[src/rtl/load_realign_unit_pkg.sv]
// Shared definitions for the load realign unit: access size codes, FSM states, crossing test.
// Latency: n/a (types, constants and a pure function only).
// Backpressure: n/a.
package load_realign_unit_pkg;

    // Access size codes as carried on in_size
    localparam logic [1:0] SIZE_B = 2'b00;
    localparam logic [1:0] SIZE_H = 2'b01;
    localparam logic [1:0] SIZE_W = 2'b10;
    localparam logic [1:0] SIZE_X = 2'b11;

    // Load sequencing states
    typedef enum logic [2:0] {
        IDLE = 3'd0,
        RD0  = 3'd1,
        RD1  = 3'd2,
        CAP1 = 3'd3,
        DONE = 3'd4
    } state_t;

    // True when the access spills past the last byte of its word
    function automatic logic is_cross(input logic [1:0] size, input logic [1:0] off);
        return ((size == SIZE_H) && (off == 2'd3)) ||
               ((size == SIZE_W) && (off != 2'd0));
    endfunction

endpackage

[src/rtl/load_realign_unit_byte_lane_extract.sv]
// Selects the addressed bytes from a two-word window and right-justifies/extends them.
// Latency: combinational.
// Backpressure: none; pure function of its inputs.
module byte_lane_extract
    import load_realign_unit_pkg::*;
(
    input  logic [31:0] word0,
    input  logic [31:0] word1,
    input  logic [1:0]  off,
    input  logic [1:0]  size,
    input  logic        sgn,
    output logic [31:0] data32
);

    logic [31:0] shifted;

    // Little-endian window {word1,word0} shifted down by the byte offset, then width-extended
    always_comb begin
        shifted = 32'({word1, word0} >> {off, 3'b000});
        case (size)
            SIZE_B:  data32 = {{24{sgn & shifted[7]}},  shifted[7:0]};
            SIZE_H:  data32 = {{16{sgn & shifted[15]}}, shifted[15:0]};
            default: data32 = shifted;
        endcase
    end

endmodule

[src/rtl/load_realign_unit.sv]
// Turns a byte-addressed load into one or two word reads and returns aligned, extended data.
// Latency: accept edge T -> out_valid at T+3 aligned, T+4 word-crossing, T+1 on error.
// Backpressure: one request in flight; in_ready only in IDLE, result held until out_ready.
module load_realign_unit
    import load_realign_unit_pkg::*;
#(
    parameter int ADDR_W   = 32,
    parameter bit SPLIT_EN = 1'b1
) (
    input  logic              clk,
    input  logic              reset,
    input  logic              in_valid,
    output logic              in_ready,
    input  logic [ADDR_W-1:0] in_addr,
    input  logic [1:0]        in_size,
    input  logic              in_signed,
    output logic              mem_rd,
    output logic [ADDR_W-3:0] mem_addr,
    input  logic [31:0]       mem_rdata,
    output logic              out_valid,
    input  logic              out_ready,
    output logic [31:0]       out_data,
    output logic              out_err
);

    localparam int WI = ADDR_W - 2;

    state_t          state;
    logic [WI-1:0]   req_w;
    logic [1:0]      req_off;
    logic [1:0]      req_size;
    logic            req_sgn;
    logic            req_cross;
    logic [31:0]     word0_q;

    logic            acc_cross;
    logic            acc_err;
    logic [31:0]     ext_lo;
    logic [31:0]     ext_hi;
    logic [31:0]     ext_data;

    assign in_ready = (state == IDLE);

    // Classify the incoming request: crossing accesses are errors only when splitting is disabled
    always_comb begin
        acc_cross = is_cross(in_size, in_addr[1:0]);
        acc_err   = (in_size == SIZE_X) || (acc_cross && !SPLIT_EN);
    end

    // Read data is consumed straight off the memory bus on the cycle it arrives;
    // for a split access the first word comes from the capture register
    always_comb begin
        ext_lo = mem_rdata;
        ext_hi = 32'd0;
        if (state == CAP1) begin
            ext_lo = word0_q;
            ext_hi = mem_rdata;
        end
    end

    byte_lane_extract u_extract (
        .word0  (ext_lo),
        .word1  (ext_hi),
        .off    (req_off),
        .size   (req_size),
        .sgn    (req_sgn),
        .data32 (ext_data)
    );

    // Request FSM with registered memory strobe/index and registered result
    always_ff @(posedge clk) begin
        if (reset) begin
            state     <= IDLE;
            req_w     <= '0;
            req_off   <= 2'd0;
            req_size  <= SIZE_B;
            req_sgn   <= 1'b0;
            req_cross <= 1'b0;
            word0_q   <= 32'd0;
            mem_rd    <= 1'b0;
            mem_addr  <= '0;
            out_valid <= 1'b0;
            out_data  <= 32'd0;
            out_err   <= 1'b0;
        end else begin
            case (state)
                IDLE: begin
                    if (in_valid) begin
                        req_w     <= in_addr[ADDR_W-1:2];
                        req_off   <= in_addr[1:0];
                        req_size  <= in_size;
                        req_sgn   <= in_signed;
                        req_cross <= acc_cross;
                        if (acc_err) begin
                            // No memory traffic for rejected requests
                            state     <= DONE;
                            out_valid <= 1'b1;
                            out_err   <= 1'b1;
                            out_data  <= 32'd0;
                        end else begin
                            state    <= RD0;
                            mem_rd   <= 1'b1;
                            mem_addr <= in_addr[ADDR_W-1:2];
                        end
                    end
                end
                RD0: begin
                    // Second read goes out back-to-back; index wraps naturally at WI bits
                    state <= RD1;
                    if (req_cross) begin
                        mem_rd   <= 1'b1;
                        mem_addr <= req_w + WI'(1);
                    end else begin
                        mem_rd <= 1'b0;
                    end
                end
                RD1: begin
                    word0_q <= mem_rdata;
                    mem_rd  <= 1'b0;
                    if (req_cross) begin
                        state <= CAP1;
                    end else begin
                        state     <= DONE;
                        out_valid <= 1'b1;
                        out_err   <= 1'b0;
                        out_data  <= ext_data;
                    end
                end
                CAP1: begin
                    mem_rd    <= 1'b0;
                    state     <= DONE;
                    out_valid <= 1'b1;
                    out_err   <= 1'b0;
                    out_data  <= ext_data;
                end
                DONE: begin
                    if (out_ready) begin
                        out_valid <= 1'b0;
                        state     <= IDLE;
                    end
                end
                default: begin
                    state     <= IDLE;
                    mem_rd    <= 1'b0;
                    out_valid <= 1'b0;
                end
            endcase
        end
    end

endmodule

[config.mk]
export PLATFORM = sky130hd
export DESIGN_NAME = load_realign_unit
export DESIGN_NICKNAME = d
export VERILOG_FILES = /design/src/rtl/load_realign_unit_pkg.sv /design/src/rtl/load_realign_unit_byte_lane_extract.sv /design/src/rtl/load_realign_unit.sv
export SDC_FILE = /design/constraint.sdc
export NUM_CORES = 1
export LEC_CHECK = 0
export CAP_MARGIN = 20
export CORE_AREA = 2 2 122 124
export DETAILED_ROUTE_END_ITERATION = 10
export DIE_AREA = 0 0 124 126
export HOLD_SLACK_MARGIN = 0.1
export PLACE_DENSITY = 0.9
export SLEW_MARGIN = 40
export SYNTH_ARGS = -nofsm -noshare
export SYNTH_HDL_FRONTEND = slang
export SYNTH_HIERARCHICAL = 1
export SYNTH_SLANG_ARGS = --single-unit
[constraint.sdc]
create_clock -name clk -period 4.15 [get_ports clk]
set_clock_uncertainty 0.1 [all_clocks]
set_input_delay 1.245 -clock clk [delete_from_list [all_inputs] [get_ports clk]]
set_output_delay 1.245 -clock clk [all_outputs]
set_load 0.1 [all_outputs]
==> implementation parameters, run 1 <==
Parameter                              Value

Run status
  Run status    finished, final reports clean

Logic synthesis
  Post-synthesis instance total    885
  Synthesized net count    957
  Avg Synthesized Cell Area    8.32 um^2
  Synthesized area    0.00736 mm^2
  Yosys synthesis warning count    6

Critical path
  Kind of launch point of the worst setup path    input pin
  Critical path capture point type    flip-flop
  Launch point of the critical path    mem_rdata[23]
  WP data required    4320 ps
  Critical-path maximum fanout    16
  R2R setup slack    1000 ps
  Path depth of the worst reg2reg path    8
  Category of the most critical setup path    in2reg
  Critical R2R Launch    state[2]$_SDFFE_PP0P_
  Critical R2R Capture    out_data[31]$_SDFFE_PP0P_
  Capturing element of the worst setup path    out_data[31]$_SDFFE_PP0P_
  Arrival time reported for the critical path endpoint    3390 ps

CTS
  TritonCTS clock tree    done
  Clock latency of the later-clocked register in the worst-skew pair    420 ps
  CTS-repair resized insts    0
  Post-CTS setup-driven buffer insertion count    0
  TritonCTS buffer count    17
  Clock tree root buffer cell    clkbuf_16
  Clock transition at the register clock pins on the worst setup and hold paths after CTS    60 ps
  Number of clock sinks    136
  CTS H-Tree Depth    4
  Count of hold buffers inserted by post-cts repair    0
  Maximum clock path buffer count    2

Placed design
  Weighted congestion at the end of routability-driven global placement    0.950
  Port buffer count    136
  Pre-CTS setup slack    559 ps
  Dpl hpwl    14.3 mm

Timing
  Fmax    311 MHz
  Fin Setup TNS    0 ps
  Final Hold Vio Count    0
  Worst slew margin    0.417
  Final setup fails    0
  Final critical-path share of the clock period    0.776
  Period minus WS final    3220 ps
  RSZ-0062 raised after global routing    false
  Max-slew violation count    0
  Slew at the pin with the worst max-slew slack    868 ps
  Worst path setup slack after routing    931 ps

Global route
  Pin count of the biggest net entering global routing    83
  Wire length of the first global-routing pass    33.3 mm
  Overall routing resource usage    0.269
  Antenna violations before repair    0
  Number of global-route vias before repair    6,527
  Total congestion overflow    0

Cells and area
  Syn-to-layout area delta    22.8%
  Antenna cells    0
  Nets    1,048
  Filler Cells Inserted    1,165
  Share of cells above drive strength 1    0.198

Drt
  Number of optimization iterations in the first detailed-route pass    5
  Mean number of vias per cell    6.13
  Number of remaining DRC errors    0
  ANT nets after route    0
  Vias after detailed routing    7,193
  Violation count after the first detailed-route iteration    800
  DRT Wirelength    21.2 mm
  Routed wire length per instance    18.1 um

Floorplanning
  Count of standard-cell rows    44
  Die outline height    126 um
  # IOs    137
  Starting density of the core    0.514
  Die W    124 um
  Die Area    0.0156 mm^2
  Core area    0.0143 mm^2

Power
  Peak supply drop    0.318 mV
  Total design power    0.00428 W
  P_leak    3.37 nW
  Pwr Density    473 mW/mm^2

Job
  Max-cap violations    0

Hold path
  Path class of the lowest-slack min-delay path    reg2reg
per-stage QoR:
| step | util | instances | area (um^2) | hold WS [ps] |
|---|---|---|---|---|
| global route | 0.632 | 1173 | 9040 | 368 |
| global placement | 0.610 | 1141 | 8730 | 339 |
| CTS | 0.632 | 1173 | 9040 | 348 |
| floorplan | - | 885 | 7360 | 333 |
| detailed placement | 0.588 | 1141 | 8410 | 340 |
| finish | 0.632 | 1173 | 9040 | 345 |
power breakdown:
part / total [W] / internal (W) / switching [W] / leakage, nW
registers: 0.00151 / 0.00141 / 0.000108 / 1.11
clock network: 0.00163 / 0.00104 / 0.000583 / 0.301
logic: 0.00114 / 0.000339 / 0.000799 / 1.96
metal layers:
| layer | part of all wire | up-vias | GRT usage |
|---|---|---|---|
| met1 | 0.42 | 3400 | 0.384 |
| li1 | - | 3330 | - |
| met4 | 0.028 | 0 | 0.0978 |
| met3 | 0.097 | 55 | 0.0543 |
| met5 | 0 | - | 0 |
| met2 | 0.46 | 408 | 0.403 |
cells in the final DEF (no fill, tap or decap), types with 9 or more instances in the layout:
cell and count:
clkbuf_16 17, nand3_1 48, mux4_2 33, nor2_1 20, nand2_1 219, dfxtp_1 135, o21ai_1 9, a21oi_1 131
clkdlybuf4s50_1 69, xor2_1 13, xnor2_1 12, nor3_1 9, and3_1 28, o21ai_0 22, buf_2 65, buf_4 14
mux2_2 32
worst min path at each step:
stage,slack (ps),depth (start not counted),to,startpoint
CTS,350,2,mem_addr[11]$_SDFFE_PP0P_,mem_addr[11]$_SDFFE_PP0P_
global route,370,2,out_data[7]$_SDFFE_PP0P_,out_data[7]$_SDFFE_PP0P_
finish,340,2,mem_addr[11]$_SDFFE_PP0P_,mem_addr[11]$_SDFFE_PP0P_
floorplan,330,2,req_off[0]$_SDFFE_PP0P_,req_off[0]$_SDFFE_PP0P_
detailed placement,340,2,mem_addr[11]$_SDFFE_PP0P_,mem_addr[11]$_SDFFE_PP0P_
global placement,340,2,word0_q[25]$_SDFFE_PP0N_,word0_q[25]$_SDFFE_PP0N_
layout make-up:
class | instances | area (um^2) | area share
inverters | 5 | 18.8 | 0.00208
multi-input cells | 667 | 4310 | 0.476
well taps | 184 | 230 | 0.0255
clock buffers | 22 | 464 | 0.0513
repair buffers | 149 | 1130 | 0.125
flip-flops and latches | 136 | 2720 | 0.301
clock inverters | 10 | 166 | 0.0184
worst max-delay path: stages:
cell and delay, ps:
clkdlybuf4s50_1 430, mux2_2 320, mux4_1 570, mux2i_4 460
o21ai_0 170, nand3_1 110, a21oi_1 80
state kept, by name (all words and copies together) (netlist names):
register,flops
out_err,1
req_w,30
out_valid,1
req_cross,1
word0_q,32
req_size,2
req_off,2
req_sgn,1
mem_rd,1
mem_addr,30
out_data,32
state,3
No activity file was read; power rests on OpenSTA's default activity.
==> run 2: changes to the inputs <==
clock period = 3.1 ns   (was 4.15 ns; I/O delays follow)
==> implementation parameters, run 2 (same netlist as run 1, synthesis figures left out) <==
Parameter                              Value

Run status
  Run status    finished, final reports clean (unchanged)

Placed design
  Pre-CTS setup slack    -20.6 ps (was 559 ps)
  Port buffer count    136 (unchanged)
  Weighted congestion at the end of routability-driven global placement    0.920 (was 0.950)
  Dpl hpwl    14.3 mm (about the same)

Cells and area
  Share of cells above drive strength 1    0.209 (was 0.198)
  Leading cell type in the layout, fill and taps excluded    nand2_1 (unchanged)
  Area occupied by multi-input gates    0.00430 mm^2 (was 0.00431 mm^2)
  Leading cell types in the layout, fill and taps excluded    220 x nand2_1, 135 x dfxtp_1, 131 x a21oi_1 (was 219 x nand2_1, 135 x dfxtp_1, 131 x a21oi_1)
  Filler Cells Inserted    1,122 (was 1,165)
  Sequential Area    0.00272 mm^2 (unchanged)
  Antenna cells    0 (unchanged)
  Syn-to-layout area delta    27.8% (was 22.8%)
  Regs by FF count    out_data x32, word0_q x32 (unchanged)
  Nets    1,061 (was 1,048)

Floorplanning
  Die W    124 um (unchanged)
  Count of standard-cell rows    44 (unchanged)
  Die outline height    126 um (unchanged)
  Core area    0.0143 mm^2 (unchanged)
  # IOs    137 (unchanged)
  Starting density of the core    0.514 (unchanged)
  Die Area    0.0156 mm^2 (unchanged)

Critical path
  Launch point of the critical path    mem_rdata[23] (unchanged)
  WP data required    3290 ps (was 4320 ps)
  Buf/Inv on CP    2 (was 1)
  Critical-path maximum fanout    16 (unchanged)
  Critical R2R Capture    out_data[31]$_SDFFE_PP0P_ (unchanged)
  Critical path capture point type    flip-flop (unchanged)
  Critical R2R Launch    state[1]$_SDFFE_PP0P_ (was state[2]$_SDFFE_PP0P_)
  Cell type group with the largest total delay on the critical path    multiplexers (unchanged)
  Kind of launch point of the worst setup path    input pin (unchanged)
  Capturing element of the worst setup path    out_data[31]$_SDFFE_PP0P_ (unchanged)
  Category of the most critical setup path    in2reg (unchanged)
  Stages on the worst setup path    8 (was 7)
  Path depth of the worst reg2reg path    9 (was 8)
  R2R setup slack    390 ps (was 1000 ps)
  Cell at the slowest stage of the critical path    mux4_1 (unchanged)
  Arrival time reported for the critical path endpoint    2910 ps (was 3390 ps)
  Critical-path cell list    clkdlybuf4s50_1 > mux2_2 > mux4_1 > mux2i_4 > buf_12 > o21ai_0 > nand3_1 > a21oi_1 (was clkdlybuf4s50_1 > mux2_2 > mux4_1 > mux2i_4 > o21ai_0 > nand3_1 > a21oi_1)
  Crit path largest cell delay    560 ps (was 570 ps)

Timing
  Max-slew violation count    0 (unchanged)
  Final critical-path share of the clock period    0.879
  Slew at the pin with the worst max-slew slack    750 ps (was 868 ps)
  Final Hold Vio Count    0 (unchanged)
  Fmax    367 MHz
  Final setup fails    0 (unchanged)
  Worst slew margin    0.500 (was 0.417)
  Period minus WS final    2720 ps
  Worst path setup slack after routing    376 ps (was 931 ps)
  RSZ-0062 raised after global routing    false (unchanged)

CTS
  Maximum clock path buffer count    2 (unchanged)
  Clock latency of the later-clocked register in the worst-skew pair    420 ps (about the same)
  TritonCTS clock tree    done (unchanged)
  TritonCTS buffer count    17 (unchanged)
  Clock transition at the register clock pins on the worst setup and hold paths after CTS    60 ps (about the same)
  CTS-repair resized insts    0 (unchanged)
  Count of hold buffers inserted by post-cts repair    0 (unchanged)
  CTS H-Tree Depth    4 (unchanged)
  Clock tree root buffer cell    clkbuf_16 (unchanged)
  Post-CTS setup-driven buffer insertion count    0 (unchanged)
  Number of clock sinks    136 (unchanged)

Global route
  Pin count of the biggest net entering global routing    104 (was 83)
  Antenna violations before repair    1 (was 0)
  Total congestion overflow    0 (unchanged)
  Number of global-route vias before repair    6,658 (was 6,527)
  Wire length of the first global-routing pass    33.9 mm (was 33.3 mm)
  Overall routing resource usage    0.275 (was 0.269)

Power
  Total design power    0.00576 W (was 0.00428 W)
  P_leak    3.48 nW (was 3.37 nW)
  Peak supply drop    0.336 mV (was 0.318 mV)
  Pwr Density    612 mW/mm^2 (was 473 mW/mm^2)

Drt
  Number of remaining DRC errors    0 (unchanged)
  ANT nets after route    0 (unchanged)
  Vias after detailed routing    7,211 (was 7,193)
  Number of optimization iterations in the first detailed-route pass    7 (was 5)
  DRT Wirelength    21.4 mm (was 21.2 mm)
  Routed wire length per instance    18.0 um (was 18.1 um)
  Mean number of vias per cell    6.08 (was 6.13)
  Violation count after the first detailed-route iteration    901 (was 800)

Hold path
  HP Start    mem_addr[10]$_SDFFE_PP0P_ (was mem_addr[11]$_SDFFE_PP0P_)
  Path class of the lowest-slack min-delay path    reg2reg (unchanged)

Job
  Max-cap violations    0 (unchanged)
[run 2: power breakdown]
part / switching, W / internal [W]
Sequential: 0.000121 / 0.00188
Clock: 0.000781 / 0.00130
Combinational: 0.00111 / 0.000564
Total: 0.00201 / 0.00375
[run 2: routing by layer]
layer / wire (um) / global-route usage
met3: 1820 / 0.0634
met5: 0 / 0
met4: 582 / 0.112
met1: 9140 / 0.383
met2: 9860 / 0.411
[run 2: worst min path at each step]
stage / end / slack (ps) / depth (start not counted)
3_3_place_gp: word0_q[27]$_SDFFE_PP0N_ / 340 / 2
6_report: mem_addr[10]$_SDFFE_PP0P_ / 350 / 2
5_1_grt: mem_addr[5]$_SDFFE_PP0P_ / 370 / 2
4_1_cts: mem_addr[10]$_SDFFE_PP0P_ / 350 / 2
3_5_place_dp: mem_addr[10]$_SDFFE_PP0P_ / 350 / 2
2_1_floorplan: req_off[0]$_SDFFE_PP0P_ / 330 / 2
[run 2: final cells by class]
class,instances,share of cell area
timing repair buffer,162,0.162
multi-input combinational,667,0.457
inverter,5,0.00199
sequential,136,0.289
tap,184,0.0245
clock inverter,12,0.0158
clock buffer,20,0.0485
[run 2: tightest hold or removal path: stages (launching register included)]
cell and delay (ps):
dfxtp_1 310, nand2_1 50, a21oi_1 50
[run 2: metrics by stage]
step | TNS, ps | instance area, um^2 | instances | hold slack [ps] | utilization
after floorplan | 0 | 7360 | 885 | 333 | -
after global placement | 0 | 8800 | 1154 | 339 | 0.615
after detailed placement | -38.0 | 8800 | 1154 | 347 | 0.615
after CTS | 0 | 9410 | 1186 | 355 | 0.657
after global routing | 0 | 9410 | 1186 | 372 | 0.657
final | 0 | 9410 | 1186 | 352 | 0.657
==> run 3: changes to the inputs <==
CORE_AREA = 2 2 125 127   (was 2 2 122 124)
DIE_AREA = 0 0 127 129   (was 0 0 124 126)
PLACE_DENSITY = 0.87   (was 0.9)
==> implementation parameters, run 3 (same netlist as run 1, synthesis figures left out) <==
Parameter                              Value

Run status
  Run status    finished, final reports clean (unchanged)

CTS
  CTS-repair resized insts    0 (unchanged)
  Maximum clock path buffer count    2 (unchanged)
  CTS H-Tree Depth    4 (unchanged)
  Clock latency of the later-clocked register in the worst-skew pair    430 ps (was 420 ps)
  Clock transition at the register clock pins on the worst setup and hold paths after CTS    60 ps (about the same)
  Clock tree root buffer cell    clkbuf_16 (unchanged)
  Number of clock sinks    136 (unchanged)
  Post-CTS setup-driven buffer insertion count    0 (unchanged)
  TritonCTS buffer count    17 (unchanged)
  TritonCTS clock tree    done (unchanged)
  Count of hold buffers inserted by post-cts repair    0 (unchanged)

Critical path
  Buf/Inv on CP    2 (unchanged)
  Path depth of the worst reg2reg path    9 (unchanged)
  Critical path capture point type    flip-flop (unchanged)
  Arrival time reported for the critical path endpoint    2870 ps (was 2910 ps)
  Critical R2R Launch    state[1]$_SDFFE_PP0P_ (unchanged)
  Critical R2R Capture    out_data[30]$_SDFFE_PP0P_ (was out_data[31]$_SDFFE_PP0P_)
  Cell at the slowest stage of the critical path    mux4_1 (unchanged)
  Category of the most critical setup path    in2reg (unchanged)
  Critical-path maximum fanout    16 (unchanged)
  WP data required    3290 ps (about the same)
  Crit path largest cell delay    550 ps (was 560 ps)
  R2R setup slack    470 ps (was 390 ps)
  Critical-path cell list    clkdlybuf4s50_1 > mux2_2 > mux4_1 > mux2i_4 > buf_12 > o21ai_0 > nand3_1 > a21oi_1 (unchanged)
  Cell type group with the largest total delay on the critical path    multiplexers (unchanged)
  Kind of launch point of the worst setup path    input pin (unchanged)

Global route
  Wire length of the first global-routing pass    33.6 mm (was 33.9 mm)
  Total congestion overflow    0 (unchanged)
  Antenna violations before repair    0 (was 1)
  Number of global-route vias before repair    6,673 (was 6,658)
  Pin count of the biggest net entering global routing    106 (was 104)
  Overall routing resource usage    0.256 (was 0.275)

Placed design
  Port buffer count    136 (unchanged)
  Dpl hpwl    14.0 mm (was 14.3 mm)
  Weighted congestion at the end of routability-driven global placement    0.927 (was 0.920)

Drt
  Vias after detailed routing    7,132 (was 7,211)
  Violation count after the first detailed-route iteration    844 (was 901)
  Routed wire length per instance    17.6 um (was 18.0 um)
  ANT nets after route    0 (unchanged)
  Number of optimization iterations in the first detailed-route pass    6 (was 7)
  DRT Wirelength    20.9 mm (was 21.4 mm)
  Number of remaining DRC errors    0 (unchanged)
  Mean number of vias per cell    5.99 (was 6.08)

Floorplanning
  Core area    0.0150 mm^2 (was 0.0143 mm^2)
  Die outline height    129 um (was 126 um)
  Die Area    0.0164 mm^2 (was 0.0156 mm^2)
  Count of standard-cell rows    45 (was 44)
  Die W    127 um (was 124 um)
  # IOs    137 (unchanged)
  Starting density of the core    0.492 (was 0.514)

Cells and area
  Nets    1,062 (was 1,061)
  Syn-to-layout area delta    27.3% (was 27.8%)
  Leading cell types in the layout, fill and taps excluded    220 x nand2_1, 135 x dfxtp_1, 131 x a21oi_1 (unchanged)
  Antenna cells    0 (unchanged)
  Regs by FF count    out_data x32, word0_q x32 (unchanged)
  Filler Cells Inserted    1,220 (was 1,122)
  Leading cell type in the layout, fill and taps excluded    nand2_1 (unchanged)
  Share of cells above drive strength 1    0.209 (about the same)
  Core Util, Final    0.626 (was 0.657)

Timing
  Final Hold Vio Count    0 (unchanged)
  Fmax    373 MHz (was 367 MHz)
  Period minus WS final    2680 ps (was 2720 ps)
  Final critical-path share of the clock period    0.864 (was 0.879)
  Max-slew violation count    0 (unchanged)
  Slew at the pin with the worst max-slew slack    582 ps (was 750 ps)
  RSZ-0062 raised after global routing    false (unchanged)
  Fin Setup TNS    0 ps (unchanged)
  Final setup fails    0 (unchanged)
  Worst slew margin    0.609 (was 0.500)

Job
  Max-cap violations    0 (unchanged)

Hold path
  Hold Path Cell Cnt    2 (unchanged)
  End point of the most critical hold path    word0_q[17]$_SDFFE_PP0N_ (was mem_addr[10]$_SDFFE_PP0P_)
  HP Start    word0_q[17]$_SDFFE_PP0N_ (was mem_addr[10]$_SDFFE_PP0P_)
  Path class of the lowest-slack min-delay path    reg2reg (unchanged)

Power
  P_leak    3.45 nW (was 3.48 nW)
  Pwr Density    615 mW/mm^2 (was 612 mW/mm^2)
  Peak supply drop    0.440 mV (was 0.336 mV)
  Total design power    0.00576 W (about the same)
[run 3: changes by cell type in the layout (fill, tap and decap cells not counted), sizes merged]
cell | before | now
buf | 93 | 94
clkbuf | 20 | 21
clkinv | 7 | 4
clkinvlp | 1 | 3
[run 3: power by group]
part | leakage, nW | total [W] | internal (W) | switching [W]
Combinational | 2.05 | 0.00164 | 0.000546 | 0.00110
Clock | 0.295 | 0.00211 | 0.00133 | 0.000786
Sequential | 1.11 | 0.00201 | 0.00188 | 0.000124
[run 3: how the worst max path moves through the flow]
stage | cells past startpoint | slack (ps) | from | to
2_1_floorplan | 7 | 200 | state[2]$_SDFFE_PP0P_ | mem_addr[11]$_SDFFE_PP0P_
3_3_place_gp | 8 | 50 | mem_rdata[23] | out_data[18]$_SDFFE_PP0P_
3_5_place_dp | 8 | 10 | mem_rdata[31] | out_data[19]$_SDFFE_PP0P_
4_1_cts | 8 | 440 | mem_rdata[31] | out_data[16]$_SDFFE_PP0P_
5_1_grt | 8 | 340 | mem_rdata[23] | out_data[19]$_SDFFE_PP0P_
6_report | 8 | 420 | mem_rdata[31] | out_data[30]$_SDFFE_PP0P_
[run 3: through the flow]
step / hold WS [ps] / area, um^2 / std cells / worst slack, ps
6_report: 352 / 9370 / 1191 / 420
4_1_cts: 354 / 9370 / 1191 / 442
3_3_place_gp: 339 / 8750 / 1159 / 47.6
3_5_place_dp: 346 / 8750 / 1159 / 9.56
2_1_floorplan: 333 / 7360 / 885 / 204
5_1_grt: 371 / 9370 / 1191 / 343
[run 3: area by class of cell]
class / instances / area, um^2 / share of cell area
timing repair buffer: 163 / 1470 / 0.157
tap: 188 / 235 / 0.0251
clock inverter: 11 / 145 / 0.0155
clock buffer: 21 / 470 / 0.0502
inverter: 5 / 18.8 / 0.00200
sequential: 136 / 2720 / 0.291
multi-input combinational: 667 / 4300 / 0.459
[run 3: worst register-to-register path, stage by stage (launching register included)]
cell     delay, ps
dfxtp_1        300
nor2b_2        150
nand2_1        340
mux2_2         440
mux4_1         550
mux2i_4        180
buf_12         160
o21ai_0         90
nand3_1        110
a21oi_1         70
[run 3: per-layer routing]
metal / share of wire / track usage / up-vias
li1: - / - / 3361
met2: 0.46 / 0.394 / 368
met3: 0.094 / 0.0524 / 52
met5: 0 / 0 / -
met4: 0.026 / 0.116 / 0
met1: 0.42 / 0.350 / 3351
